### src/rtl/aes_key_expand.sv
// AES-128 round-key generator: presents keys 0..10 on eleven consecutive cycles
// after an accepted start, then pulses done for one cycle.
module aes_key_expand (
    input  logic         clk,
    input  logic         rst,
    input  logic         start,
    input  logic [127:0] key_in,
    output logic [127:0] round_key,
    output logic [3:0]   round_num,
    output logic         key_valid,
    output logic         busy,
    output logic         done
);

    typedef enum logic {
        S_IDLE = 1'b0,
        S_RUN  = 1'b1
    } state_t;

    localparam logic [3:0] LAST_ROUND = 4'd10;

    localparam logic [7:0] SBOX [256] = '{
        8'h63, 8'h7c, 8'h77, 8'h7b, 8'hf2, 8'h6b, 8'h6f, 8'hc5, 8'h30, 8'h01, 8'h67, 8'h2b, 8'hfe, 8'hd7, 8'hab, 8'h76,
        8'hca, 8'h82, 8'hc9, 8'h7d, 8'hfa, 8'h59, 8'h47, 8'hf0, 8'had, 8'hd4, 8'ha2, 8'haf, 8'h9c, 8'ha4, 8'h72, 8'hc0,
        8'hb7, 8'hfd, 8'h93, 8'h26, 8'h36, 8'h3f, 8'hf7, 8'hcc, 8'h34, 8'ha5, 8'he5, 8'hf1, 8'h71, 8'hd8, 8'h31, 8'h15,
        8'h04, 8'hc7, 8'h23, 8'hc3, 8'h18, 8'h96, 8'h05, 8'h9a, 8'h07, 8'h12, 8'h80, 8'he2, 8'heb, 8'h27, 8'hb2, 8'h75,
        8'h09, 8'h83, 8'h2c, 8'h1a, 8'h1b, 8'h6e, 8'h5a, 8'ha0, 8'h52, 8'h3b, 8'hd6, 8'hb3, 8'h29, 8'he3, 8'h2f, 8'h84,
        8'h53, 8'hd1, 8'h00, 8'hed, 8'h20, 8'hfc, 8'hb1, 8'h5b, 8'h6a, 8'hcb, 8'hbe, 8'h39, 8'h4a, 8'h4c, 8'h58, 8'hcf,
        8'hd0, 8'hef, 8'haa, 8'hfb, 8'h43, 8'h4d, 8'h33, 8'h85, 8'h45, 8'hf9, 8'h02, 8'h7f, 8'h50, 8'h3c, 8'h9f, 8'ha8,
        8'h51, 8'ha3, 8'h40, 8'h8f, 8'h92, 8'h9d, 8'h38, 8'hf5, 8'hbc, 8'hb6, 8'hda, 8'h21, 8'h10, 8'hff, 8'hf3, 8'hd2,
        8'hcd, 8'h0c, 8'h13, 8'hec, 8'h5f, 8'h97, 8'h44, 8'h17, 8'hc4, 8'ha7, 8'h7e, 8'h3d, 8'h64, 8'h5d, 8'h19, 8'h73,
        8'h60, 8'h81, 8'h4f, 8'hdc, 8'h22, 8'h2a, 8'h90, 8'h88, 8'h46, 8'hee, 8'hb8, 8'h14, 8'hde, 8'h5e, 8'h0b, 8'hdb,
        8'he0, 8'h32, 8'h3a, 8'h0a, 8'h49, 8'h06, 8'h24, 8'h5c, 8'hc2, 8'hd3, 8'hac, 8'h62, 8'h91, 8'h95, 8'he4, 8'h79,
        8'he7, 8'hc8, 8'h37, 8'h6d, 8'h8d, 8'hd5, 8'h4e, 8'ha9, 8'h6c, 8'h56, 8'hf4, 8'hea, 8'h65, 8'h7a, 8'hae, 8'h08,
        8'hba, 8'h78, 8'h25, 8'h2e, 8'h1c, 8'ha6, 8'hb4, 8'hc6, 8'he8, 8'hdd, 8'h74, 8'h1f, 8'h4b, 8'hbd, 8'h8b, 8'h8a,
        8'h70, 8'h3e, 8'hb5, 8'h66, 8'h48, 8'h03, 8'hf6, 8'h0e, 8'h61, 8'h35, 8'h57, 8'hb9, 8'h86, 8'hc1, 8'h1d, 8'h9e,
        8'he1, 8'hf8, 8'h98, 8'h11, 8'h69, 8'hd9, 8'h8e, 8'h94, 8'h9b, 8'h1e, 8'h87, 8'he9, 8'hce, 8'h55, 8'h28, 8'hdf,
        8'h8c, 8'ha1, 8'h89, 8'h0d, 8'hbf, 8'he6, 8'h42, 8'h68, 8'h41, 8'h99, 8'h2d, 8'h0f, 8'hb0, 8'h54, 8'hbb, 8'h16
    };

    state_t       r_state;
    state_t       w_state_next;
    logic [127:0] r_round_key;
    logic [127:0] w_round_key_next;
    logic [3:0]   r_round_num;
    logic [3:0]   w_round_num_next;
    logic [7:0]   r_rcon;
    logic [7:0]   w_rcon_next;
    logic         r_key_valid;
    logic         w_key_valid_next;
    logic         r_busy;
    logic         w_busy_next;
    logic         r_done;
    logic         w_done_next;

    logic [31:0]  w_w0, w_w1, w_w2, w_w3;
    logic [31:0]  w_rot;
    logic [31:0]  w_sub;
    logic [31:0]  w_t;
    logic [31:0]  w_w4, w_w5, w_w6, w_w7;
    logic [127:0] w_key_step;
    logic [7:0]   w_rcon_x2;

    assign w_w0 = r_round_key[127:96];
    assign w_w1 = r_round_key[95:64];
    assign w_w2 = r_round_key[63:32];
    assign w_w3 = r_round_key[31:0];

    // RotWord: bytes {b0,b1,b2,b3} become {b1,b2,b3,b0}
    assign w_rot = {w_w3[23:0], w_w3[31:24]};

    generate
        for (genvar gi = 0; gi < 4; gi++) begin : g_subword
            assign w_sub[gi*8 +: 8] = SBOX[w_rot[gi*8 +: 8]];
        end
    endgenerate

    assign w_t        = w_sub ^ {r_rcon, 24'h000000};
    assign w_w4       = w_w0 ^ w_t;
    assign w_w5       = w_w4 ^ w_w1;
    assign w_w6       = w_w5 ^ w_w2;
    assign w_w7       = w_w6 ^ w_w3;
    assign w_key_step = {w_w4, w_w5, w_w6, w_w7};
    assign w_rcon_x2  = {r_rcon[6:0], 1'b0} ^ (r_rcon[7] ? 8'h1b : 8'h00);

    always_ff @(posedge clk or posedge rst) begin
        if (rst) begin
            r_state     <= S_IDLE;
            r_round_key <= '0;
            r_round_num <= '0;
            r_rcon      <= 8'h01;
            r_key_valid <= 1'b0;
            r_busy      <= 1'b0;
            r_done      <= 1'b0;
        end else begin
            r_state     <= w_state_next;
            r_round_key <= w_round_key_next;
            r_round_num <= w_round_num_next;
            r_rcon      <= w_rcon_next;
            r_key_valid <= w_key_valid_next;
            r_busy      <= w_busy_next;
            r_done      <= w_done_next;
        end
    end

    always_comb begin
        w_state_next     = r_state;
        w_round_key_next = r_round_key;
        w_round_num_next = r_round_num;
        w_rcon_next      = r_rcon;
        w_key_valid_next = r_key_valid;
        w_busy_next      = r_busy;
        w_done_next      = 1'b0;
        case (r_state)
            S_IDLE: begin
                if (start) begin
                    w_state_next     = S_RUN;
                    w_round_key_next = key_in;
                    w_round_num_next = 4'd0;
                    w_rcon_next      = 8'h01;
                    w_key_valid_next = 1'b1;
                    w_busy_next      = 1'b1;
                end
            end
            S_RUN: begin
                // start is deliberately not looked at here
                if (r_round_num != LAST_ROUND) begin
                    w_round_key_next = w_key_step;
                    w_round_num_next = r_round_num + 4'd1;
                    w_rcon_next      = w_rcon_x2;
                end else begin
                    w_state_next     = S_IDLE;
                    w_key_valid_next = 1'b0;
                    w_busy_next      = 1'b0;
                    w_done_next      = 1'b1;
                end
            end
            default: w_state_next = S_IDLE;
        endcase
    end

    assign round_key = r_round_key;
    assign round_num = r_round_num;
    assign key_valid = r_key_valid;
    assign busy      = r_busy;
    assign done      = r_done;

endmodule

### config.mk
export PLATFORM = sky130hd
export DESIGN_NAME = aes_key_expand
export DESIGN_NICKNAME = d
export VERILOG_FILES = /design/src/rtl/aes_key_expand.sv
export SDC_FILE = /design/constraint.sdc
export NUM_CORES = 1
export LEC_CHECK = 0
export CAP_MARGIN = 20
export CORE_ASPECT_RATIO = 0.5
export CORE_MARGIN = 2
export CORE_UTILIZATION = 25
export CTS_CLUSTER_SIZE = 24
export DETAILED_ROUTE_END_ITERATION = 7
export GPL_TIMING_DRIVEN = 0
export SLEW_MARGIN = 25
export SYNTH_ARGS = -nofsm -noshare
export SYNTH_HDL_FRONTEND = slang
export SYNTH_SLANG_ARGS = --single-unit
### constraint.sdc
create_clock -name clk -period 9.8 [get_ports clk]
set_clock_uncertainty 0.15 [all_clocks]
set_input_delay 0.98 -clock clk [delete_from_list [all_inputs] [get_ports clk]]
set_output_delay 0.98 -clock clk [all_outputs]
set_load 0.03 [all_outputs]
==> parameters.txt, run 1 <==
Parameter                              Value

Critical path
  Critical Path End Type    flip-flop
  Critical-path cell with the highest stage delay    sky130_fd_sc_hd__dfrtp_1
  Critical path, cell by cell    buf_2 > buf_1 > inv_1 > ha_1 > clkbuf_1 > nor2b_1 > nor3_1 > nand3b_1 > a31o_2 > a21oi_1 > mux2i_1 > xnor2_1 > nor2_1 > a221o_1
  Slack of the worst reg-to-reg path    2.80 ns
  CP startpoint kind    flip-flop
  Startpoint of the worst-slack reg-to-reg timing path    round_key[9]
  CP Class    reg2reg
  Worst-case reg-to-reg path depth    14
  Critical Path Fanout Max    16
  Worst R2R End    round_key[82]
  Worst EP arrival    7.20 ns
  Required arrival time at the worst endpoint    9.99 ns
  CP peak stage delay    0.83 ns

Global routing
  Vias in the first global route    28,004
  Global-route usage over all layers    0.3446
  Global-route wire length before repair    227.9 mm
  Maximum number of pins on one net before global-route repair    80
  Total congestion overflow    0
  Number of antenna violations at the first check in global routing    7

Yosys
  Mapped Nets    3,167
  Post-synth top area cell    sky130_fd_sc_hd__dfrtp_1
  Mean Syn Cell Area    7.538 um2
  Proportion of synthesized flip-flops having asynchronous set or reset    1.000
  Synthesis-stage register bit count    143
  Post-Synthesis Cells    2,974
  Synth top cells by count    261 x sky130_fd_sc_hd__nand2_1, 224 x sky130_fd_sc_hd__nor2_1, 218 x sky130_fd_sc_hd__a21oi_1, 200 x sky130_fd_sc_hd__o21ai_0, 188 x sky130_fd_sc_hd__clkbuf_1
  Post-Syn Area    0.02242 mm2
  Most frequent cell after synthesis    sky130_fd_sc_hd__nand2_1
  Sequential element share of the synthesized area    0.1597
  Number of enable flip-flop cells after synthesis    0
  Yosys warning total    0
  Post-synth top flop    sky130_fd_sc_hd__dfrtp_1
  Area fraction of the dominant cell type after synthesis    0.1585
  Number of distinct standard cells referenced by the synthesized netlist    105
  Synth area leaders    sky130_fd_sc_hd__dfrtp_1 16%, sky130_fd_sc_hd__mux4_2 8.5%, sky130_fd_sc_hd__a21oi_1 4.9%

Clock network
  Number of post-CTS setup repair buffers    0
  # clock sinks    143
  Clock latency of the later-clocked register in the worst-skew pair    0.46 ns
  Hold-fix buffer count after cts    0
  TritonCTS clock tree    yes
  Cell at the root of the clock tree    sky130_fd_sc_hd__clkbuf_16
  Number of buffers created by CTS    17
  Clock slew at reported path FFs    0.07 ns
  Number of levels in the clock H-tree    4
  Number of gates resized after cts    0
  Longest Clk Path Bufs    2

Worst hold path
  Hold endpoint    round_key[109]
  Hold wc startpoint    round_key[109]
  Type of the tightest min-delay check    reg2reg
  WHS Path Cells    1

Floorplanning
  Die height    215.7 um
  Initial standard-cell utilization of the core    0.2532
  DIE AREA    0.09223 mm2
  Total core area    0.08854 mm2
  Die Span X    427.5 um
  Std cell rows    77
  I/O pin count    266

Route
  DRC    0
  Number of routed nets with antenna violations    0
  First-pass detailed-route iteration total    8
  DRT Wirelength    165.5 mm
  First DRT Iteration DRCs    4,823
  Via count    30,049
  Wirelength per Cell    37.06 um
  Vias per std cell    6.730

Place
  Count of placed standard cells including taps    4,425
  Number of input and output port buffers inserted    265
  Final GP Congestion    1.029
  Post-DP HPWL    123.5 mm
  Post-placement cell area    0.02659 mm2

Timing
  Portion of the clock cycle consumed by the worst path in the final layout    0.7148
  Post-layout min period    7.005 ns
  Setup-failing EPs final    0
  Unrepaired setup endpoints after global routing    no
  Number of max-slew violations in the final report    0
  Total negative slack for setup checks    0 ns
  Highest achievable clock rate    142.8 MHz
  Transition time at the pin with the least slew margin    1.171 ns
  Worst slew margin relative to its limit    0.2192
  Number of failing hold endpoints at the final stage    0

Cells and area
  Share of post-route cells with drive strength above 1    0.1082
  Post-route non-filler standard cell count    4,465
  Finished Cell Area    0.02725 mm2
  Total Nets Final    3,452
  Area overhead of the layout relative to synthesis    21.56%

Run
  Max Cap Violations    0

Outcome
  Result of the run    finished, final reports clean
-- cells by family after synthesis --
family                   synth area share
AO/OA/AOI/OAI                      0.3306
XOR/XNOR                          0.06134
adder cells (fa/ha/maj)           0.03505
buffers and inverters             0.08082
flip-flops                         0.1597
multiplexers                       0.1141
AND/OR/NAND/NOR                    0.2185
-- through the flow --
step	hold slack, ns	worst slack (ns)	util
detailed placement	0.3647	3.255	0.3003
floorplan	0.3461	4.834	-
global route	0.3903	2.887	0.3076
finish	0.3814	2.795	0.3078
CTS	0.3775	3.233	0.3075
global placement	0.3612	2.308	0.2999
-- worst max-delay path by stage --
stage	from	end	slack, ns
after floorplan	rst	busy	4.83
after global placement	rst	r_rcon[4]	2.31
after detailed placement	round_key[9]	round_key[82]	3.26
after CTS	round_key[9]	round_key[82]	3.23
after global routing	round_key[9]	round_key[82]	2.89
final	round_key[9]	round_key[82]	2.80
-- critical path: cells and delay by family (launching register included) --
kind / cells / cell delay, ns
flops: 1 / 0.83
mux: 1 / 0.20
simple gates: 4 / 1.41
buf+inv: 4 / 2.16
compound gates: 3 / 0.82
fa+ha+maj: 1 / 0.48
xor+xnor: 1 / 0.82
-- placed cells by master, fill, tap and decap left out, types with 22 or more instances in the layout --
cell type	instances
sky130_fd_sc_hd__a211oi_1	64
sky130_fd_sc_hd__a21o_1	22
sky130_fd_sc_hd__a21oi_1	218
sky130_fd_sc_hd__a22oi_1	30
sky130_fd_sc_hd__a311oi_1	40
sky130_fd_sc_hd__a31oi_1	61
sky130_fd_sc_hd__and2_1	26
sky130_fd_sc_hd__and3_1	24
sky130_fd_sc_hd__buf_1	35
sky130_fd_sc_hd__buf_2	109
sky130_fd_sc_hd__clkbuf_1	187
sky130_fd_sc_hd__clkdlybuf4s50_1	265
sky130_fd_sc_hd__dfrtp_1	142
sky130_fd_sc_hd__ha_1	62
sky130_fd_sc_hd__inv_1	44
sky130_fd_sc_hd__mux2i_1	43
sky130_fd_sc_hd__mux4_2	85
sky130_fd_sc_hd__nand2_1	261
sky130_fd_sc_hd__nand2b_1	85
sky130_fd_sc_hd__nand3_1	98
sky130_fd_sc_hd__nor2_1	224
sky130_fd_sc_hd__nor2b_1	81
sky130_fd_sc_hd__nor3_1	72
sky130_fd_sc_hd__o211ai_1	54
sky130_fd_sc_hd__o21ai_0	199
sky130_fd_sc_hd__o22ai_1	51
sky130_fd_sc_hd__o311ai_0	39
sky130_fd_sc_hd__o31ai_1	26
sky130_fd_sc_hd__or2_2	28
sky130_fd_sc_hd__or3_1	22
sky130_fd_sc_hd__xnor2_1	76
sky130_fd_sc_hd__xor2_1	49
-- state kept, by name, summed over array words and instances, names as in the netlist --
name,cells
done,1
r_rcon,8
r_state,1
busy,1
round_num,4
round_key,128
-- layout make-up --
cell class / count / area [um2]
diodes: 8 / 20.02
plain buffers: 358 / 1604
clock buffers: 24 / 511.7
clock inverters: 8 / 125.1
fillers: 9657 / 61290
inverters: 56 / 217.7
multi-input cells: 2417 / 17030
flip-flops and latches: 143 / 3580
well taps: 1185 / 1483
repair buffers: 266 / 2680
-- layer usage --
layer / vias up / track usage / share of wire
met4: 4 / 0.1745 / 0.066
met3: 610 / 0.08795 / 0.12
li1: 11811 / - / -
met5: - / 0 / 0.00013
met1: 15015 / 0.4489 / 0.39
met2: 2609 / 0.5250 / 0.43
Power of run 1 is not shown: default switching activity piles up to over one toggle a cycle in this logic, so the estimate is an artifact.
==> run 2, diff against run 1 <==
==> constraint.sdc (replaced) <==
create_clock -name clk -period 6.1 [get_ports clk]
set_clock_uncertainty 0.15 [all_clocks]
set_input_delay 0.61 -clock clk [delete_from_list [all_inputs] [get_ports clk]]
set_output_delay 0.61 -clock clk [all_outputs]
set_load 0.03 [all_outputs]
==> parameters.txt, run 2 (synthesis results as in run 1) <==
Parameter                              Value

Outcome
  Result of the run    finished, violations left (was finished, final reports clean)
  Violations in the final reports    setup timing

Timing
  Number of failing hold endpoints at the final stage    0 (unchanged)
  Transition time at the pin with the least slew margin    1.192 ns (was 1.171 ns)
  Post-layout min period    6.158 ns (was 7.005 ns)
  Fin worst setup slack    -0.05780 ns (was 2.795 ns)
  Portion of the clock cycle consumed by the worst path in the final layout    1.009 (was 0.7148)
  Highest achievable clock rate    162.4 MHz (was 142.8 MHz)
  Unrepaired setup endpoints after global routing    yes (was no)
  Worst slew margin relative to its limit    0.2054 (was 0.2192)
  Setup-failing EPs final    2 (was 0)
  Number of max-slew violations in the final report    0 (unchanged)

Place
  Number of input and output port buffers inserted    265 (unchanged)
  Post-DP HPWL    123.5 mm (unchanged)
  Count of placed standard cells including taps    4,425 (unchanged)
  Final GP Congestion    1.029 (unchanged)

Critical path
  Critical Path Fanout Max    10 (was 16)
  Required arrival time at the worst endpoint    6.29 ns (was 9.99 ns)
  Worst EP arrival    6.34 ns (was 7.20 ns)
  CP Buf/Inv Count    4 (unchanged)
  CP peak stage delay    0.64 ns (was 0.83 ns)
  CP startpoint kind    flip-flop (unchanged)
  Critical Path End Type    flip-flop (unchanged)
  CP Class    reg2reg (unchanged)
  Critical path, cell by cell    clkbuf_2 > clkbuf_1 > inv_1 > ha_1 > clkbuf_1 > nor2b_2 > nor2_1 > mux4_2 > a211oi_1 > a21oi_1 > mux2i_1 > xnor2_2 > nor2_1 > a221o_1 (was buf_2 > buf_1 > inv_1 > ha_1 > clkbuf_1 > nor2b_1 > nor3_1 > nand3b_1 > a31o_2 > a21oi_1 > mux2i_1 > xnor2_1 > nor2_1 > a221o_1)
  Critical path's top delay family    buffers and inverters (unchanged)
  Critical-path cell with the highest stage delay    sky130_fd_sc_hd__dfrtp_1 (unchanged)

Route
  Via count    29,877 (was 30,049)
  DRT Wirelength    165.2 mm (was 165.5 mm)
  Wirelength per Cell    37.04 um (was 37.06 um)
  First DRT Iteration DRCs    4,842 (was 4,823)
  First-pass detailed-route iteration total    7 (was 8)
  Number of routed nets with antenna violations    0 (unchanged)
  DRC    0 (unchanged)
  Vias per std cell    6.699 (was 6.730)

Global routing
  Vias in the first global route    28,057 (was 28,004)
  Total congestion overflow    0 (unchanged)
  Global-route wire length before repair    227.9 mm (about the same)
  Global-route usage over all layers    0.3446 (about the same)
  Number of antenna violations at the first check in global routing    7 (unchanged)
  Maximum number of pins on one net before global-route repair    80 (unchanged)

Floorplanning
  DIE AREA    0.09223 mm2 (unchanged)
  Die height    215.7 um (unchanged)
  Initial standard-cell utilization of the core    0.2532 (unchanged)
  Die Span X    427.5 um (unchanged)
  Total core area    0.08854 mm2 (unchanged)
  I/O pin count    266 (unchanged)
  Std cell rows    77 (unchanged)

Cells and area
  Max FFs per register    128 (unchanged)
  Area overhead of the layout relative to synthesis    21.64% (was 21.56%)
  Most common cell after layout, fill and taps aside    sky130_fd_sc_hd__clkdlybuf4s50_1 (unchanged)
  Commonest non-fill, non-tap cells in the layout    265 x sky130_fd_sc_hd__clkdlybuf4s50_1, 261 x sky130_fd_sc_hd__nand2_1, 224 x sky130_fd_sc_hd__nor2_1, 218 x sky130_fd_sc_hd__a21oi_1, 199 x sky130_fd_sc_hd__o21ai_0 (unchanged)
  Post-route non-filler standard cell count    4,460 (was 4,465)
  Total Nets Final    3,451 (was 3,452)
  Share of post-route cells with drive strength above 1    0.1107 (was 0.1082)

Clock network
  # clock sinks    143 (unchanged)
  Number of levels in the clock H-tree    4 (unchanged)
  TritonCTS clock tree    yes (unchanged)
  Clock latency of the later-clocked register in the worst-skew pair    0.45 ns (was 0.46 ns)
  Cell at the root of the clock tree    sky130_fd_sc_hd__clkbuf_16 (unchanged)
  Number of buffers created by CTS    17 (unchanged)
  Longest Clk Path Bufs    2 (unchanged)
  Clock slew at reported path FFs    0.07 ns (about the same)

Run
  Max Cap Violations    0 (unchanged)

Worst hold path
  Type of the tightest min-delay check    reg2reg (unchanged)
run 2: cell types whose count changed in the layout (fill, tap and decap cells not counted):
cell and delta:
sky130_fd_sc_hd__clkbuf_1 -3, sky130_fd_sc_hd__diode_2 -4, sky130_fd_sc_hd__nor2b_2 +3, sky130_fd_sc_hd__xnor2_1 -3, sky130_fd_sc_hd__xnor2_2 +3, sky130_fd_sc_hd__nor2b_1 -3, sky130_fd_sc_hd__clkbuf_2 +2
run 2: area by class of cell:
type	count	area [um2]
diodes	4	10.01
flip-flops and latches	143	3580
multi-input cells	2417	17060
plain buffers	357	1603
repair buffers	266	2680
clock inverters	8	125.1
well taps	1185	1483
fillers	9656	61270
inverters	56	217.7
clock buffers	24	511.7
run 2: repair_timing:
item                       4_1_cts  5_1_grt
setup buffers                    0        0
hold endpoints to repair         0        0
hold buffers                     0        0
setup endpoints to repair       10       14
gates resized for setup          1       12
run 2: final timing paths:
check,startpoint,endpoint,slack [ns],depth (start not counted)
worst min register to register,round_key[67],round_key[67],0.38,1
worst max-delay path,round_key[8],round_key[82],-0.06,14
max in group asynchronous,rst,r_rcon[0],4.46,3
min in group asynchronous,rst,round_key[3],0.47,2
worst min-delay path,round_key[67],round_key[67],0.38,1
worst max register to register,round_key[8],round_key[82],-0.06,14
run 2: stage by stage:
stage	hold WS, ns	area (um2)	util	setup slack, ns	TNS (ns)
3_3_place_gp	0.3612	26550	0.2999	-1.022	-147.10
2_1_floorplan	0.3461	22420	-	1.504	0
3_5_place_dp	0.3647	26590	0.3003	-0.4445	-1.918
6_report	0.3791	27270	0.3080	-0.05780	-0.08188
4_1_cts	0.3775	27220	0.3075	0.1187	0
5_1_grt	0.3903	27260	0.3079	-0.1137	-0.1489
run 2: layer usage:
layer,share of wire,vias to the layer above,global-route usage
li1,-,11793,-
met1,0.39,14919,0.4486
met2,0.43,2555,0.5249
met3,0.12,606,0.08774
met4,0.066,4,0.1763
met5,0.00014,-,0
Power of run 2 is left out for the same reason.
